### config.mk
export PLATFORM = sky130hd
export DESIGN_NAME = ge_fitness_sched
export DESIGN_NICKNAME = d
export VERILOG_FILES = /design/src/rtl/ge_fitness_pkg.sv /design/src/rtl/ge_popcount16.sv /design/src/rtl/ge_fitness_sched.sv
export SDC_FILE = /design/constraint.sdc
export NUM_CORES = 1
export LEC_CHECK = 0
export ABC_AREA = 1
export CAP_MARGIN = 20
export CORE_ASPECT_RATIO = 0.9
export CORE_MARGIN = 3
export CORE_UTILIZATION = 35
export DETAILED_ROUTE_END_ITERATION = 16
export MAX_ROUTING_LAYER = met4
export PLACE_DENSITY = 0.6
export SLEW_MARGIN = 5
export SYNTH_ARGS = -nofsm -noshare
export SYNTH_HDL_FRONTEND = slang
export SYNTH_HIERARCHICAL = 1
export SYNTH_SLANG_ARGS = --single-unit
### constraint.sdc
create_clock -name clk -period 8.8 [get_ports clk]
set_input_delay 1.76 -clock clk [delete_from_list [all_inputs] [get_ports clk]]
set_output_delay 1.76 -clock clk [all_outputs]
set_load 0.01 [all_outputs]
### src/rtl/ge_fitness_pkg.sv
// Shared constants and state encoding for the GE full-adder fitness scheduler.
package ge_fitness_pkg;

    localparam int LANES     = 16;
    localparam int MAX_SCORE = 64;

    // Lane i of each vector carries bit k of i, so all 16 {a,b} pairs appear once.
    localparam logic [15:0] STIM_A1 = 16'hFF00;
    localparam logic [15:0] STIM_A0 = 16'hF0F0;
    localparam logic [15:0] STIM_B1 = 16'hCCCC;
    localparam logic [15:0] STIM_B0 = 16'hAAAA;

    localparam logic [15:0] GOLD_Y3 = 16'h0000;
    localparam logic [15:0] GOLD_Y2 = 16'hEC80;
    localparam logic [15:0] GOLD_Y1 = 16'h936C;
    localparam logic [15:0] GOLD_Y0 = 16'h5A5A;

    typedef enum logic [2:0] {
        ST_IDLE,
        ST_DRIVE,
        ST_SAMPLE,
        ST_SCORE,
        ST_RESULT
    } state_t;

endpackage

### src/rtl/ge_popcount16.sv
// Combinational population count of a 16-bit word.
module ge_popcount16 (
    input  logic [15:0] din,
    output logic [4:0]  cnt
);

    always_comb begin
        cnt = '0;
        for (int i = 0; i < 16; i++) begin
            cnt = cnt + {4'b0000, din[i]};
        end
    end

endmodule

### src/rtl/ge_fitness_sched.sv
// Round-robin evaluation controller: drives exhaustive adder stimulus to one
// candidate at a time, captures its outputs and returns a fitness score.
//
// state     | meaning
// ST_IDLE   | stimulus at 0, arbitrate pending requests
// ST_DRIVE  | stimulus applied, settle down-counter running
// ST_SAMPLE | capture candidate outputs
// ST_SCORE  | compare captures against golden outputs
// ST_RESULT | result presented until accepted
module ge_fitness_sched
    import ge_fitness_pkg::*;
#(
    parameter int NUM_REQ = 4,
    parameter int SETTLE  = 2,
    parameter int IDW     = $clog2(NUM_REQ)
) (
    input  logic               clk,
    input  logic               rst_n,
    input  logic [NUM_REQ-1:0] req,
    output logic [NUM_REQ-1:0] gnt,
    output logic [IDW-1:0]     cand_sel,
    output logic [15:0]        a1,
    output logic [15:0]        a0,
    output logic [15:0]        b1,
    output logic [15:0]        b0,
    input  logic [15:0]        y3,
    input  logic [15:0]        y2,
    input  logic [15:0]        y1,
    input  logic [15:0]        y0,
    output logic               res_valid,
    input  logic               res_ready,
    output logic [IDW-1:0]     res_id,
    output logic [6:0]         res_score,
    output logic [19:0]        res_score_y
);

    localparam int CNT_W = (SETTLE > 1) ? $clog2(SETTLE) : 1;

    logic [1:0]       rst_sync;
    logic             rst_sync_n;
    state_t           state_q, state_d;
    logic [IDW-1:0]   ptr_q, ptr_nxt, win_idx;
    logic             win_found, grant_go;
    logic [CNT_W-1:0] cnt_q;
    logic [15:0]      cap_y3, cap_y2, cap_y1, cap_y0;
    logic [4:0]       pc3, pc2, pc1, pc0;
    logic [4:0]       sc3, sc2, sc1, sc0;

    // Assert asynchronously, release two clocks after rst_n rises.
    always_ff @(posedge clk or negedge rst_n) begin
        if (!rst_n) rst_sync <= 2'b00;
        else        rst_sync <= {rst_sync[0], 1'b1};
    end
    assign rst_sync_n = rst_sync[1];

    always_comb begin
        int j;
        j         = 0;
        win_found = 1'b0;
        win_idx   = '0;
        for (int i = 0; i < NUM_REQ; i++) begin
            j = int'(ptr_q) + i;
            if (j >= NUM_REQ) j = j - NUM_REQ;
            if (!win_found && req[j]) begin
                win_found = 1'b1;
                win_idx   = IDW'(j);
            end
        end
        ptr_nxt = (win_idx == IDW'(NUM_REQ - 1)) ? '0 : win_idx + 1'b1;
    end

    always_comb begin
        state_d  = state_q;
        grant_go = 1'b0;
        case (state_q)
            ST_IDLE: begin
                if (win_found) begin
                    state_d  = ST_DRIVE;
                    grant_go = 1'b1;
                end
            end
            ST_DRIVE:  if (cnt_q == '0) state_d = ST_SAMPLE;
            ST_SAMPLE: state_d = ST_SCORE;
            ST_SCORE:  state_d = ST_RESULT;
            ST_RESULT: if (res_ready) state_d = ST_IDLE;
            default:   state_d = ST_IDLE;
        endcase
    end

    assign res_valid = (state_q == ST_RESULT);
    assign a1 = (state_q != ST_IDLE) ? STIM_A1 : 16'h0000;
    assign a0 = (state_q != ST_IDLE) ? STIM_A0 : 16'h0000;
    assign b1 = (state_q != ST_IDLE) ? STIM_B1 : 16'h0000;
    assign b0 = (state_q != ST_IDLE) ? STIM_B0 : 16'h0000;

    ge_popcount16 u_pc3 (.din(cap_y3 ^ GOLD_Y3), .cnt(pc3));
    ge_popcount16 u_pc2 (.din(cap_y2 ^ GOLD_Y2), .cnt(pc2));
    ge_popcount16 u_pc1 (.din(cap_y1 ^ GOLD_Y1), .cnt(pc1));
    ge_popcount16 u_pc0 (.din(cap_y0 ^ GOLD_Y0), .cnt(pc0));

    assign sc3 = 5'(LANES) - pc3;
    assign sc2 = 5'(LANES) - pc2;
    assign sc1 = 5'(LANES) - pc1;
    assign sc0 = 5'(LANES) - pc0;

    always_ff @(posedge clk or negedge rst_sync_n) begin
        if (!rst_sync_n) begin
            state_q     <= ST_IDLE;
            ptr_q       <= '0;
            cnt_q       <= '0;
            gnt         <= '0;
            cand_sel    <= '0;
            res_id      <= '0;
            res_score   <= '0;
            res_score_y <= '0;
            cap_y3      <= '0;
            cap_y2      <= '0;
            cap_y1      <= '0;
            cap_y0      <= '0;
        end else begin
            state_q <= state_d;
            gnt     <= '0;
            if (grant_go) begin
                gnt[win_idx] <= 1'b1;
                cand_sel     <= win_idx;
                res_id       <= win_idx;
                ptr_q        <= ptr_nxt;
                cnt_q        <= CNT_W'(SETTLE - 1);
            end
            if (state_q == ST_DRIVE && cnt_q != '0) cnt_q <= cnt_q - 1'b1;
            if (state_q == ST_SAMPLE) begin
                cap_y3 <= y3;
                cap_y2 <= y2;
                cap_y1 <= y1;
                cap_y0 <= y0;
            end
            if (state_q == ST_SCORE) begin
                res_score_y <= {sc3, sc2, sc1, sc0};
                res_score   <= 7'(sc3) + 7'(sc2) + 7'(sc1) + 7'(sc0);
            end
        end
    end

endmodule

==> flow_summary.html, run 1 <==
<table>
<tr><th>Metric</th><th>Value</th></tr>
<tr><th colspan="2">Placement</th></tr>
<tr><td>Cell Area, Placed</td><td>8293 µm²</td></tr>
<tr><td>Number of input and output port buffers inserted</td><td>138</td></tr>
<tr><td>Total half-perimeter wirelength after legalization and detailed placement</td><td>10570 µm</td></tr>
<tr><td>RePlAce Congestion</td><td>0.8223</td></tr>
<tr><td>Pre-CTS setup slack</td><td>2.954 ns</td></tr>
<tr><td>Count of placed standard cells including taps</td><td>1089</td></tr>
<tr><th colspan="2">Timing</th></tr>
<tr><td>Fmax</td><td>171.3 MHz</td></tr>
<tr><td>Slew @ Worst Pin</td><td>1.027 ns</td></tr>
<tr><td>Worst slew slack as a fraction of its limit</td><td>31.54%</td></tr>
<tr><td>Worst clock skew</td><td>0.007646 ns</td></tr>
<tr><td>Final period demand of the worst path</td><td>5.836 ns</td></tr>
<tr><td>Number of setup violations in the final report</td><td>0</td></tr>
<tr><td>Setup repair after global routing missed its margin</td><td>false</td></tr>
<tr><td>Period Utilization, post-route</td><td>66.32%</td></tr>
<tr><td>Setup ws final</td><td>2.964 ns</td></tr>
<tr><td>Count of pins over their slew limit</td><td>0</td></tr>
<tr><td>Number of hold-slack violations in the final timing report</td><td>0</td></tr>
<tr><td>Post-Route Setup TNS</td><td>0 ns</td></tr>
<tr><th colspan="2">Synthesis</th></tr>
<tr><td>Synthesized cell area</td><td>7017 µm²</td></tr>
<tr><td>Unique cell type count in the Yosys netlist</td><td>29</td></tr>
<tr><td>Synth Instances</td><td>749</td></tr>
<tr><td>Number of warnings reported in the yosys synthesis log</td><td>6</td></tr>
<tr><td>Proportion of synthesized chip area in sequential cells</td><td>37.45%</td></tr>
<tr><td>Post-Synthesis Mean Instance Area</td><td>9.368 µm²</td></tr>
<tr><td>Register bit count reported by yosys</td><td>105</td></tr>
<tr><th colspan="2">Worst setup path</th></tr>
<tr><td>Startpoint type of the worst setup path</td><td>flip-flop</td></tr>
<tr><td>Cell-by-cell listing of the critical path</td><td>fa_1 &gt; inv_1 &gt; fa_1 &gt; fa_1 &gt; fa_1 &gt; inv_1 &gt; ha_1 &gt; inv_1 &gt; fa_1 &gt; inv_1 &gt; inv_1 &gt; ha_1 &gt; fa_1 &gt; inv_1 &gt; fa_1 &gt; inv_1 &gt; ha_1 &gt; fa_1 &gt; nand3_1 &gt; nand3_1 &gt; xnor2_1 &gt; o21ai_0</td></tr>
<tr><td>Worst path slowest cell</td><td>fa_1</td></tr>
<tr><td>Worst r2r src</td><td>cap_y2[3]</td></tr>
<tr><td>WP data required</td><td>9.07 ns</td></tr>
<tr><td>Dominant delay contributor by cell family on the critical path</td><td>adder cells</td></tr>
<tr><td>Crit path launch</td><td>cap_y2[3]</td></tr>
<tr><td>Max stage delay on crit path</td><td>0.54 ns</td></tr>
<tr><td>Maximum fanout count along the critical path</td><td>3</td></tr>
<tr><td>Data arrival time of the critical path</td><td>6.11 ns</td></tr>
<tr><td>Worst setup path class</td><td>reg -&gt; reg</td></tr>
<tr><td>Crit-path most repeated cell</td><td>fa_1</td></tr>
<tr><td>Critical path capture point type</td><td>flip-flop</td></tr>
<tr><td>Critical path buffers and inverters</td><td>7</td></tr>
<tr><th colspan="2">Route</th></tr>
<tr><td>Residual DRC</td><td>0</td></tr>
<tr><td>Post-detailed-route count of antenna-violating nets</td><td>0</td></tr>
<tr><td>Final WL</td><td>13480 µm</td></tr>
<tr><td>Pre-Repair DR Iteration Count</td><td>4</td></tr>
<tr><td>Number of DRC markers after the initial detailed-route iteration</td><td>172</td></tr>
<tr><td>Via count</td><td>4694</td></tr>
<tr><td>Routed via count divided by cell count</td><td>4.248</td></tr>
<tr><td>Avg WL per Cell</td><td>12.20 µm</td></tr>
<tr><th colspan="2">Global routing</th></tr>
<tr><td>Via count of the first global-routing pass</td><td>4510</td></tr>
<tr><td>Remaining Overflow, GRT</td><td>0</td></tr>
<tr><td>Wire length of the first global-routing pass</td><td>22490 µm</td></tr>
<tr><td>Pin count of the biggest net entering global routing</td><td>88</td></tr>
<tr><td>Overall track demand over capacity in global routing</td><td>13.03%</td></tr>
<tr><td>Initial antenna violation count</td><td>0</td></tr>
<tr><th colspan="2">Layout</th></tr>
<tr><td>Syn-to-layout area delta</td><td>22.20%</td></tr>
<tr><td>Nets</td><td>1005</td></tr>
<tr><td>Proportion of layout cells with a drive suffix above 1</td><td>9.240%</td></tr>
<tr><td>Commonest non-fill, non-tap cells in the layout</td><td>inv_1 (162), clkdlybuf4s50_1 (138), nand2_1 (119)</td></tr>
<tr><td>Fill count</td><td>1909</td></tr>
<tr><td>Non-Filler Cell Area, Final</td><td>8574 µm²</td></tr>
<tr><td>Register cell area after layout</td><td>2631 µm²</td></tr>
<tr><td>Commonest non-fill, non-tap cell in the layout</td><td>inv_1</td></tr>
<tr><td>Area of the multi-input gates</td><td>3317 µm²</td></tr>
<tr><td>Antenna cell count</td><td>0</td></tr>
<tr><td>Non-filler instance count after layout</td><td>1105</td></tr>
<tr><th colspan="2">Flow run</th></tr>
<tr><td>Number of maximum-capacitance constraint violations</td><td>0</td></tr>
<tr><th colspan="2">Floorplanning</th></tr>
<tr><td>Effective utilization at floorplan</td><td>36.17%</td></tr>
<tr><td>Width of the die</td><td>155.3 µm</td></tr>
<tr><td>DIE AREA</td><td>21790 µm²</td></tr>
<tr><td>Die Span Y</td><td>140.3 µm</td></tr>
<tr><td>Core box area</td><td>19400 µm²</td></tr>
<tr><td>FP Rows</td><td>48</td></tr>
<tr><td>Number of top-level pins</td><td>171</td></tr>
<tr><th colspan="2">Clocking</th></tr>
<tr><td>Clock network latency to the later pin of the worst-skew pair</td><td>0.35 ns</td></tr>
<tr><td>Clock-pin transition on the worst setup and hold timing paths</td><td>0.07 ns</td></tr>
<tr><td>Master cell of the clock root buffer</td><td>clkbuf_16</td></tr>
<tr><td>Clock Path Buffers</td><td>2</td></tr>
<tr><td>CTS H-Tree Depth</td><td>3</td></tr>
<tr><td>Clk sink count</td><td>105</td></tr>
<tr><td>Clock buffer count from CTS</td><td>9</td></tr>
<tr><td>Number of buffers inserted by hold repair at cts</td><td>0</td></tr>
<tr><td>CTS tree</td><td>done</td></tr>
<tr><td>Post-CTS Setup Repair Bufs</td><td>0</td></tr>
<tr><td>Resized cells post-CTS</td><td>0</td></tr>
<tr><th colspan="2">Min path</th></tr>
<tr><td>Min-Delay Path Class</td><td>reg -&gt; async</td></tr>
<tr><th colspan="2">Outcome</th></tr>
<tr><td>Run status</td><td>finished, final reports clean</td></tr>
</table>
Yosys cell counts, drive strengths merged:
cell type / instances / share of area (%)
clkbuf: 6 / 0.32
dfrtp: 105 / 37
inv: 164 / 8.8
ha: 34 / 6.1
nand3: 26 / 2.0
a21oi: 27 / 1.9
nor2: 39 / 2.2
nand4: 5 / 0.45
xnor2: 14 / 1.7
o21ai: 18 / 1.4
mux2: 42 / 6.7
xor2: 4 / 0.50
conb: 2 / 0.11
o22ai: 4 / 0.36
fa: 50 / 14
buf: 75 / 8.0
nor3: 5 / 0.43
nand2: 129 / 7.3
worst paths after layout:
kind	to	slack, ns	cells past startpoint
max	res_score[5]	2.96	22
min	cap_y3[6]	0.31	0
max reg2reg	res_score[5]	2.96	22
min reg2reg	cap_y3[6]	0.31	0
max in group asynchronous	rst_sync[1]	7.10	1
min in group clk	rst_sync[1]	0.35	0
registers in the layout, summed over array words and instances, names as in the netlist:
name         count
cap_y0          16
cap_y1          16
cap_y2          16
cap_y3          16
cnt_q            1
gnt              4
ptr_q            2
res_id           2
res_score        7
res_score_y     20
rst_sync         2
state_q          3
layout make-up:
type	count	area share [%]
repair buffers	140	16.52
flip-flops and latches	105	30.69
clock inverters	5	0.4524
well taps	250	3.648
inverters	164	7.179
clock buffers	11	2.831
multi-input cells	430	38.68
logic make-up (layout without fill, tap and decap cells):
group	Yosys count	after routing	share of synthesized area, %
other cells	2	33	0.1070
buf+inv	245	320	17.05
simple gates	204	204	12.36
mux	42	42	6.740
flops	105	105	37.45
xor+xnor	18	18	2.247
compound gates	49	49	3.727
fa+ha+maj	84	84	20.33
metrics by stage:
stage	hold slack [ns]	utilization, %
6_report	0.3067	44.20
2_1_floorplan	0.3312	-
3_5_place_dp	0.3314	42.75
5_1_grt	0.3596	44.20
3_3_place_gp	0.3294	42.61
4_1_cts	0.3386	44.20
per-layer routing:
metal / global-route usage [%] / vias to the layer above / routed length, µm
met2: 19.29 / 113 / 6017
li1: - / 2359 / -
met3: 3.151 / 13 / 759
met4: 3.685 / 0 / 223
met1: 17.94 / 2209 / 6480
met5: - / - / 0
Power of run 1 is left out: the tool's default activity adds up to more than one toggle a clock period on the data nets, which glitch-free logic cannot reach.
==> run 2, diff against run 1 <==
--- a/config.mk
+++ b/config.mk
@@ -12,7 +12,7 @@
 export CORE_UTILIZATION = 35
 export DETAILED_ROUTE_END_ITERATION = 16
 export MAX_ROUTING_LAYER = met4
-export PLACE_DENSITY = 0.6
+export PLACE_DENSITY = 0.62
 export SLEW_MARGIN = 5
 export SYNTH_ARGS = -nofsm -noshare
 export SYNTH_HDL_FRONTEND = slang
==> constraint.sdc (replaced) <==
create_clock -name clk -period 4.9 [get_ports clk]
set_input_delay 0.98 -clock clk [delete_from_list [all_inputs] [get_ports clk]]
set_output_delay 0.98 -clock clk [all_outputs]
set_load 0.01 [all_outputs]
==> run 2 against run 1 <==
Against the previous run: the run now ends with setup timing left; highest routed layer unchanged; fmax increased by 4.0%; final area increased by 7.1%; largest cell class unchanged; first-iteration DRC count decreased by 13%; register-to-register slack got worse by 3.7 ns; wire length increased by 5.2%; critical path type unchanged; flip-flop and latch count unchanged; sequential share of layout area decreased by 2.0 points; via count increased by 3.1%.
==> flow_summary.html, run 2 (synthesis gave the netlist of run 1 again) <==
<table>
<tr><th>Metric</th><th>Value</th></tr>
<tr><th colspan="2">Timing</th></tr>
<tr><td>Slew @ Worst Pin</td><td>1.032 ns (was 1.027 ns)</td></tr>
<tr><td>Number of hold-slack violations in the final timing report</td><td>0 (unchanged)</td></tr>
<tr><td>Post-Route Setup TNS</td><td>-3.360 ns (was 0 ns)</td></tr>
<tr><td>Setup ws final</td><td>-0.7096 ns (was 2.964 ns)</td></tr>
<tr><td>Setup repair after global routing missed its margin</td><td>true (was false)</td></tr>
<tr><td>Period Utilization, post-route</td><td>114.5% (was 66.32%)</td></tr>
<tr><td>Worst clock skew</td><td>0.008016 ns (was 0.007646 ns)</td></tr>
<tr><td>Worst slew slack as a fraction of its limit</td><td>31.17% (was 31.54%)</td></tr>
<tr><td>Final period demand of the worst path</td><td>5.610 ns (was 5.836 ns)</td></tr>
<tr><td>Fmax</td><td>178.3 MHz (was 171.3 MHz)</td></tr>
<tr><td>Count of pins over their slew limit</td><td>0 (unchanged)</td></tr>
<tr><td>Number of setup violations in the final report</td><td>6 (was 0)</td></tr>
<tr><th colspan="2">Route</th></tr>
<tr><td>Number of DRC markers after the initial detailed-route iteration</td><td>149 (was 172)</td></tr>
<tr><td>Residual DRC</td><td>0 (unchanged)</td></tr>
<tr><td>Avg WL per Cell</td><td>12.32 µm (was 12.20 µm)</td></tr>
<tr><td>Final WL</td><td>14190 µm (was 13480 µm)</td></tr>
<tr><td>Pre-Repair DR Iteration Count</td><td>4 (unchanged)</td></tr>
<tr><td>Routed via count divided by cell count</td><td>4.206 (was 4.248)</td></tr>
<tr><td>Post-detailed-route count of antenna-violating nets</td><td>0 (unchanged)</td></tr>
<tr><td>Via count</td><td>4841 (was 4694)</td></tr>
<tr><th colspan="2">Global routing</th></tr>
<tr><td>Pin count of the biggest net entering global routing</td><td>88 (unchanged)</td></tr>
<tr><td>Initial antenna violation count</td><td>0 (unchanged)</td></tr>
<tr><td>Via count of the first global-routing pass</td><td>4801 (was 4510)</td></tr>
<tr><td>Remaining Overflow, GRT</td><td>0 (unchanged)</td></tr>
<tr><td>Wire length of the first global-routing pass</td><td>23540 µm (was 22490 µm)</td></tr>
<tr><td>Overall track demand over capacity in global routing</td><td>13.72% (was 13.03%)</td></tr>
<tr><th colspan="2">Worst setup path</th></tr>
<tr><td>Setup slack of the most critical reg-to-reg path</td><td>-0.71 ns (was 2.96 ns)</td></tr>
<tr><td>Startpoint type of the worst setup path</td><td>flip-flop (unchanged)</td></tr>
<tr><td>Worst r2r src</td><td>cap_y1[3] (was cap_y2[3])</td></tr>
<tr><td>Data arrival time of the critical path</td><td>5.82 ns (was 6.11 ns)</td></tr>
<tr><td>Worst setup path class</td><td>reg -&gt; reg (unchanged)</td></tr>
<tr><td>Logic depth of the worst register-to-register path</td><td>23 (was 22)</td></tr>
<tr><td>Critical path capture point type</td><td>flip-flop (unchanged)</td></tr>
<tr><td>WP data required</td><td>5.11 ns (was 9.07 ns)</td></tr>
<tr><td>Maximum fanout count along the critical path</td><td>2 (was 3)</td></tr>
<tr><td>Critical R2R Capture</td><td>res_score[5] (unchanged)</td></tr>
<tr><th colspan="2">Outcome</th></tr>
<tr><td>Run status</td><td>finished with violations (was finished, final reports clean)</td></tr>
<tr><td>Failing checks</td><td>setup timing</td></tr>
<tr><th colspan="2">Layout</th></tr>
<tr><td>Syn-to-layout area delta</td><td>30.92% (was 22.20%)</td></tr>
<tr><td>Most flops, register</td><td>res_score_y (unchanged)</td></tr>
<tr><td>Non-Filler Cell Area, Final</td><td>9186 µm² (was 8574 µm²)</td></tr>
<tr><td>Commonest non-fill, non-tap cells in the layout</td><td>inv_1 (143), clkdlybuf4s50_1 (138), nand2_1 (118) (was inv_1 (162), clkdlybuf4s50_1 (138), nand2_1 (119))</td></tr>
<tr><td>Final Core Density</td><td>47.36% (was 44.20%)</td></tr>
<tr><td>Nets</td><td>1051 (was 1005)</td></tr>
<tr><td>Max reg flops</td><td>20 (unchanged)</td></tr>
<tr><td>Proportion of layout cells with a drive suffix above 1</td><td>19.42% (was 9.240%)</td></tr>
<tr><td>Commonest non-fill, non-tap cell in the layout</td><td>inv_1 (unchanged)</td></tr>
<tr><td>Antenna cell count</td><td>0 (unchanged)</td></tr>
<tr><th colspan="2">Min path</th></tr>
<tr><td>Worst hold path endpoint</td><td>rst_sync[1]</td></tr>
<tr><td>Instance count along the most critical hold path</td><td>0</td></tr>
<tr><td>Min-Delay Path Class</td><td>reg -&gt; reg (was reg -&gt; async)</td></tr>
<tr><td>Hold path startpoint</td><td>rst_sync[0]</td></tr>
<tr><th colspan="2">Clocking</th></tr>
<tr><td>CTS H-Tree Depth</td><td>3 (unchanged)</td></tr>
<tr><td>Clock buffer count from CTS</td><td>9 (unchanged)</td></tr>
<tr><td>Clk sink count</td><td>105 (unchanged)</td></tr>
<tr><td>Clock network latency to the later pin of the worst-skew pair</td><td>0.35 ns (about the same)</td></tr>
<tr><td>Clock-pin transition on the worst setup and hold timing paths</td><td>0.07 ns (about the same)</td></tr>
<tr><td>CTS tree</td><td>done (unchanged)</td></tr>
<tr><td>Master cell of the clock root buffer</td><td>clkbuf_16 (unchanged)</td></tr>
<tr><td>Clock Path Buffers</td><td>2 (unchanged)</td></tr>
<tr><th colspan="2">Floorplanning</th></tr>
<tr><td>DIE AREA</td><td>21790 µm² (unchanged)</td></tr>
<tr><td>Core box area</td><td>19400 µm² (unchanged)</td></tr>
<tr><td>Width of the die</td><td>155.3 µm (unchanged)</td></tr>
<tr><td>Number of top-level pins</td><td>171 (unchanged)</td></tr>
<tr><td>Effective utilization at floorplan</td><td>36.17% (unchanged)</td></tr>
<tr><td>FP Rows</td><td>48 (unchanged)</td></tr>
<tr><td>Die Span Y</td><td>140.3 µm (unchanged)</td></tr>
<tr><th colspan="2">Placement</th></tr>
<tr><td>Cell Area, Placed</td><td>8653 µm² (was 8293 µm²)</td></tr>
<tr><td>RePlAce Congestion</td><td>0.7884 (was 0.8223)</td></tr>
<tr><td>Total half-perimeter wirelength after legalization and detailed placement</td><td>10930 µm (was 10570 µm)</td></tr>
<tr><td>Number of input and output port buffers inserted</td><td>138 (unchanged)</td></tr>
<tr><th colspan="2">Flow run</th></tr>
<tr><td>Number of maximum-capacitance constraint violations</td><td>0 (unchanged)</td></tr>
</table>
-- run 2: changes by cell type in the layout (fill, tap and decap cells not counted), sizes merged --
cell      delta
inv          -2
clkinvlp     +3
clkbuf       +1
clkinv       -2
buf         +46
-- run 2: layout make-up --
type | instances | area, µm²
fill | 1848 | 10210
timing repair buffer | 186 | 1765
multi-input combinational | 430 | 3595
tap | 250 | 312.8
clock inverter | 4 | 30.03
inverter | 164 | 615.6
sequential | 105 | 2631
clock buffer | 12 | 236.5
-- run 2: per-stage QoR --
stage	hold slack (ns)	setup WS, ns	std cells
6_report	0.3510	-0.7096	1151
5_1_grt	0.3569	-0.9484	1151
4_1_cts	0.3553	-0.7462	1149
3_5_place_dp	0.3387	-0.8603	1125
3_3_place_gp	0.3366	-0.7465	1124
2_1_floorplan	0.3312	-0.5672	780
-- run 2: critical path: stages (launching register included) --
cell	delay [ns]
dfrtp_1	0.34
inv_2	0.05
fa_1	0.54
inv_2	0.04
fa_1	0.53
fa_1	0.44
fa_1	0.49
inv_1	0.04
ha_2	0.17
inv_2	0.05
fa_2	0.42
inv_2	0.08
inv_2	0.04
ha_4	0.17
xnor2_4	0.14
fa_1	0.56
inv_2	0.04
fa_1	0.51
inv_2	0.05
fa_2	0.41
nand3_2	0.09
nand3_2	0.08
xnor2_2	0.12
o21ai_1	0.07
-- run 2: how the worst max path moves through the flow --
| stage | start | cells past startpoint | endpoint |
|---|---|---|---|
| 2_1_floorplan | cap_y3[8] | 23 | res_score[6] |
| 3_3_place_gp | cap_y3[8] | 22 | res_score[5] |
| 3_5_place_dp | cap_y3[8] | 22 | res_score[4] |
| 4_1_cts | cap_y2[6] | 22 | res_score[5] |
| 5_1_grt | cap_y3[6] | 24 | res_score[6] |
| 6_report | cap_y1[3] | 23 | res_score[5] |
-- run 2: routing by layer --
layer	global-route usage, %	part of all wire [%]	up-vias
li1	-	-	2448
met1	18.62	47	2268
met2	20.80	47	112
met3	3.367	5.2	13
met4	3.455	1.1	0
met5	-	0	-
-- run 2: timing repair --
| item | CTS | global route |
|---|---|---|
| hold buffers | 0 | 0 |
| buffers inserted | 8 | 2 |
| setup endpoints to repair | 6 | 6 |
| pin swaps | 29 | 11 |
| resized for setup | 28 | 16 |
Power of run 2 is left out for the same reason.
==> run 3, diff against run 2 <==
--- a/config.mk
+++ b/config.mk
@@ -6,7 +6,7 @@
 export NUM_CORES = 1
 export LEC_CHECK = 0
 export ABC_AREA = 1
-export CAP_MARGIN = 20
+export CAP_MARGIN = 40
 export CORE_ASPECT_RATIO = 0.9
 export CORE_MARGIN = 3
 export CORE_UTILIZATION = 35
==> run 3 against run 2 <==
Against the previous run: highest routed layer unchanged; fmax fell by 1.1%; register-to-register slack got worse by 0.06 ns; worst hold slack got worse by 0.15 ns; final area rose by 1.2%; cell count rose by 0.43%; via count rose by 0.68%; wire length fell by 0.73%; the run still ends with setup timing left; worst setup slack got worse by 0.062 ns; count of clock-buffer cells in the layout did not move; clock skew fell by 0.00096 ns; core utilization rose by 0.56 points.
==> flow_summary.html, run 3 (synthesis gave the netlist of run 1 again) <==
<table>
<tr><th>Metric</th><th>Value</th></tr>
<tr><th colspan="2">Clocking</th></tr>
<tr><td>Clock-pin transition on the worst setup and hold timing paths</td><td>0.07 ns (about the same)</td></tr>
<tr><td>CTS H-Tree Depth</td><td>3 (unchanged)</td></tr>
<tr><td>Clk sink count</td><td>105 (unchanged)</td></tr>
<tr><td>Master cell of the clock root buffer</td><td>clkbuf_16 (unchanged)</td></tr>
<tr><td>CTS tree</td><td>done (unchanged)</td></tr>
<tr><td>Clock buffer count from CTS</td><td>9 (unchanged)</td></tr>
<tr><td>Clock Path Buffers</td><td>2 (unchanged)</td></tr>
<tr><td>Clock network latency to the later pin of the worst-skew pair</td><td>0.35 ns (about the same)</td></tr>
<tr><th colspan="2">Placement</th></tr>
<tr><td>Cell Area, Placed</td><td>8743 µm² (was 8653 µm²)</td></tr>
<tr><td>Total half-perimeter wirelength after legalization and detailed placement</td><td>11210 µm (was 10930 µm)</td></tr>
<tr><td>RePlAce Congestion</td><td>0.7884 (unchanged)</td></tr>
<tr><td>Number of input and output port buffers inserted</td><td>138 (unchanged)</td></tr>
<tr><th colspan="2">Route</th></tr>
<tr><td>Residual DRC</td><td>0 (unchanged)</td></tr>
<tr><td>Pre-Repair DR Iteration Count</td><td>4 (unchanged)</td></tr>
<tr><td>Routed via count divided by cell count</td><td>4.216 (was 4.206)</td></tr>
<tr><td>Final WL</td><td>14080 µm (was 14190 µm)</td></tr>
<tr><td>Post-detailed-route count of antenna-violating nets</td><td>0 (unchanged)</td></tr>
<tr><td>Avg WL per Cell</td><td>12.18 µm (was 12.32 µm)</td></tr>
<tr><td>Number of DRC markers after the initial detailed-route iteration</td><td>182 (was 149)</td></tr>
<tr><td>Via count</td><td>4874 (was 4841)</td></tr>
<tr><th colspan="2">Timing</th></tr>
<tr><td>Number of hold-slack violations in the final timing report</td><td>0 (unchanged)</td></tr>
<tr><td>Number of setup violations in the final report</td><td>6 (unchanged)</td></tr>
<tr><td>Count of pins over their slew limit</td><td>0 (unchanged)</td></tr>
<tr><td>Fmax</td><td>176.3 MHz (was 178.3 MHz)</td></tr>
<tr><td>Worst slew slack as a fraction of its limit</td><td>60.77% (was 31.17%)</td></tr>
<tr><td>Worst clock skew</td><td>0.007056 ns (was 0.008016 ns)</td></tr>
<tr><td>Slew @ Worst Pin</td><td>0.5878 ns (was 1.032 ns)</td></tr>
<tr><td>Post-Route Setup TNS</td><td>-3.509 ns (was -3.360 ns)</td></tr>
<tr><td>Setup ws final</td><td>-0.7719 ns (was -0.7096 ns)</td></tr>
<tr><td>Final period demand of the worst path</td><td>5.672 ns (was 5.610 ns)</td></tr>
<tr><td>Setup repair after global routing missed its margin</td><td>true (unchanged)</td></tr>
<tr><td>Period Utilization, post-route</td><td>115.8% (was 114.5%)</td></tr>
<tr><th colspan="2">Floorplanning</th></tr>
<tr><td>Effective utilization at floorplan</td><td>36.17% (unchanged)</td></tr>
<tr><td>Core box area</td><td>19400 µm² (unchanged)</td></tr>
<tr><td>DIE AREA</td><td>21790 µm² (unchanged)</td></tr>
<tr><td>Width of the die</td><td>155.3 µm (unchanged)</td></tr>
<tr><td>Number of top-level pins</td><td>171 (unchanged)</td></tr>
<tr><td>Die Span Y</td><td>140.3 µm (unchanged)</td></tr>
<tr><td>FP Rows</td><td>48 (unchanged)</td></tr>
<tr><th colspan="2">Layout</th></tr>
<tr><td>Non-Filler Cell Area, Final</td><td>9295 µm² (was 9186 µm²)</td></tr>
<tr><td>Commonest non-fill, non-tap cells in the layout</td><td>inv_1 (145), clkdlybuf4s50_1 (138), nand2_1 (118) (was inv_1 (143), clkdlybuf4s50_1 (138), nand2_1 (118))</td></tr>
<tr><td>Commonest non-fill, non-tap cell in the layout</td><td>inv_1 (unchanged)</td></tr>
<tr><td>Proportion of layout cells with a drive suffix above 1</td><td>19.43% (was 19.42%)</td></tr>
<tr><td>Most flops, register</td><td>res_score_y (unchanged)</td></tr>
<tr><td>Fill count</td><td>1818 (was 1848)</td></tr>
<tr><td>Antenna cell count</td><td>0 (unchanged)</td></tr>
<tr><td>Nets</td><td>1057 (was 1051)</td></tr>
<tr><td>Max reg flops</td><td>20 (unchanged)</td></tr>
<tr><td>Syn-to-layout area delta</td><td>32.47% (was 30.92%)</td></tr>
<tr><th colspan="2">Min path</th></tr>
<tr><td>Min-Delay Path Class</td><td>reg -&gt; async (was reg -&gt; reg)</td></tr>
<tr><th colspan="2">Worst setup path</th></tr>
<tr><td>Last element of the critical path</td><td>res_score[5] (unchanged)</td></tr>
<tr><td>Logic depth of the worst register-to-register path</td><td>22 (was 23)</td></tr>
<tr><td>Critical R2R Capture</td><td>res_score[5] (unchanged)</td></tr>
<tr><td>Worst r2r src</td><td>cap_y2[6] (was cap_y1[3])</td></tr>
<tr><td>Startpoint type of the worst setup path</td><td>flip-flop (unchanged)</td></tr>
<tr><td>Critical path capture point type</td><td>flip-flop (unchanged)</td></tr>
<tr><td>Crit path launch</td><td>cap_y2[6] (was cap_y1[3])</td></tr>
<tr><td>Maximum fanout count along the critical path</td><td>2 (unchanged)</td></tr>
<tr><td>Worst setup path class</td><td>reg -&gt; reg (unchanged)</td></tr>
<tr><td>Setup slack of the most critical reg-to-reg path</td><td>-0.77 ns (was -0.71 ns)</td></tr>
<tr><td>Data arrival time of the critical path</td><td>5.88 ns (was 5.82 ns)</td></tr>
<tr><td>WP data required</td><td>5.11 ns (about the same)</td></tr>
<tr><th colspan="2">Global routing</th></tr>
<tr><td>Wire length of the first global-routing pass</td><td>23320 µm (was 23540 µm)</td></tr>
<tr><td>Via count of the first global-routing pass</td><td>4764 (was 4801)</td></tr>
<tr><td>Remaining Overflow, GRT</td><td>0 (unchanged)</td></tr>
<tr><td>Initial antenna violation count</td><td>0 (unchanged)</td></tr>
<tr><td>Pin count of the biggest net entering global routing</td><td>57 (was 88)</td></tr>
<tr><td>Overall track demand over capacity in global routing</td><td>13.68% (was 13.72%)</td></tr>
<tr><th colspan="2">Outcome</th></tr>
<tr><td>Run status</td><td>finished with violations (unchanged)</td></tr>
<tr><td>Failing checks</td><td>setup timing (unchanged)</td></tr>
<tr><th colspan="2">Flow run</th></tr>
<tr><td>Number of maximum-capacitance constraint violations</td><td>0 (unchanged)</td></tr>
</table>
==> run 3: per-layer routing <==
metal	global-route usage, %	wire (µm)	up-vias
met4	4.007	229	0
met2	20.73	6399	117
met5	-	0	-
li1	-	-	2461
met1	18.24	6664	2281
met3	3.491	789	15
==> run 3: repair_timing <==
action / CTS / global route
setup buffers: 6 / 5
setup endpoints to repair: 6 / 6
pin swaps: 25 / 23
resized for setup: 20 / 16
hold buffers: 0 / 0
hold endpoints to repair: 0 / 0
==> run 3: area by class of cell <==
class                           count  area (µm²)  area share (%)
Multi-Input combinational cell    430        3532           38.00
Sequential cell                   105        2631           28.31
Inverter                          164       615.6           6.623
Clock inverter                      3       90.09          0.9692
Clock buffer                       12       246.5           2.652
Timing Repair Buffer              192        1867           20.08
Tap cell                          250       312.8           3.365
==> run 3: worst min path at each step <==
| stage | from | to | cells past startpoint |
|---|---|---|---|
| after floorplan | rst_sync[0] | rst_sync[1] | 0 |
| after detailed placement | rst_sync[1] | cap_y3[4] | 0 |
| after global placement | rst_sync[0] | rst_sync[1] | 0 |
| after CTS | rst_sync[1] | cap_y3[4] | 0 |
| after global routing | rst_sync[1] | cap_y3[13] | 0 |
| final | rst_sync[1] | cap_y3[4] | 0 |
==> run 3: through the flow <==
stage	hold slack, ns	worst slack [ns]	cells	utilization, %
floorplan	0.3312	-0.5672	780	-
global placement	0.3366	-0.7465	1124	44.47
detailed placement	0.2040	-0.8044	1130	45.07
CTS	0.2110	-0.7177	1151	47.49
global route	0.2289	-1.017	1156	47.92
finish	0.1971	-0.7719	1156	47.92
==> run 3: worst max-delay path, stage by stage (launching register included) <==
cell     delay, ns
dfrtp_1       0.40
fa_1          0.55
inv_2         0.04
fa_1          0.47
fa_1          0.53
fa_1          0.40
inv_1         0.07
ha_2          0.17
inv_2         0.04
fa_2          0.52
inv_2         0.04
inv_2         0.06
ha_4          0.21
fa_1          0.55
inv_2         0.04
fa_1          0.51
inv_2         0.05
ha_4          0.15
fa_2          0.40
nand3_2       0.07
nand3_2       0.08
xnor2_2       0.12
o21ai_1       0.07
Power of run 3 is left out for the same reason.
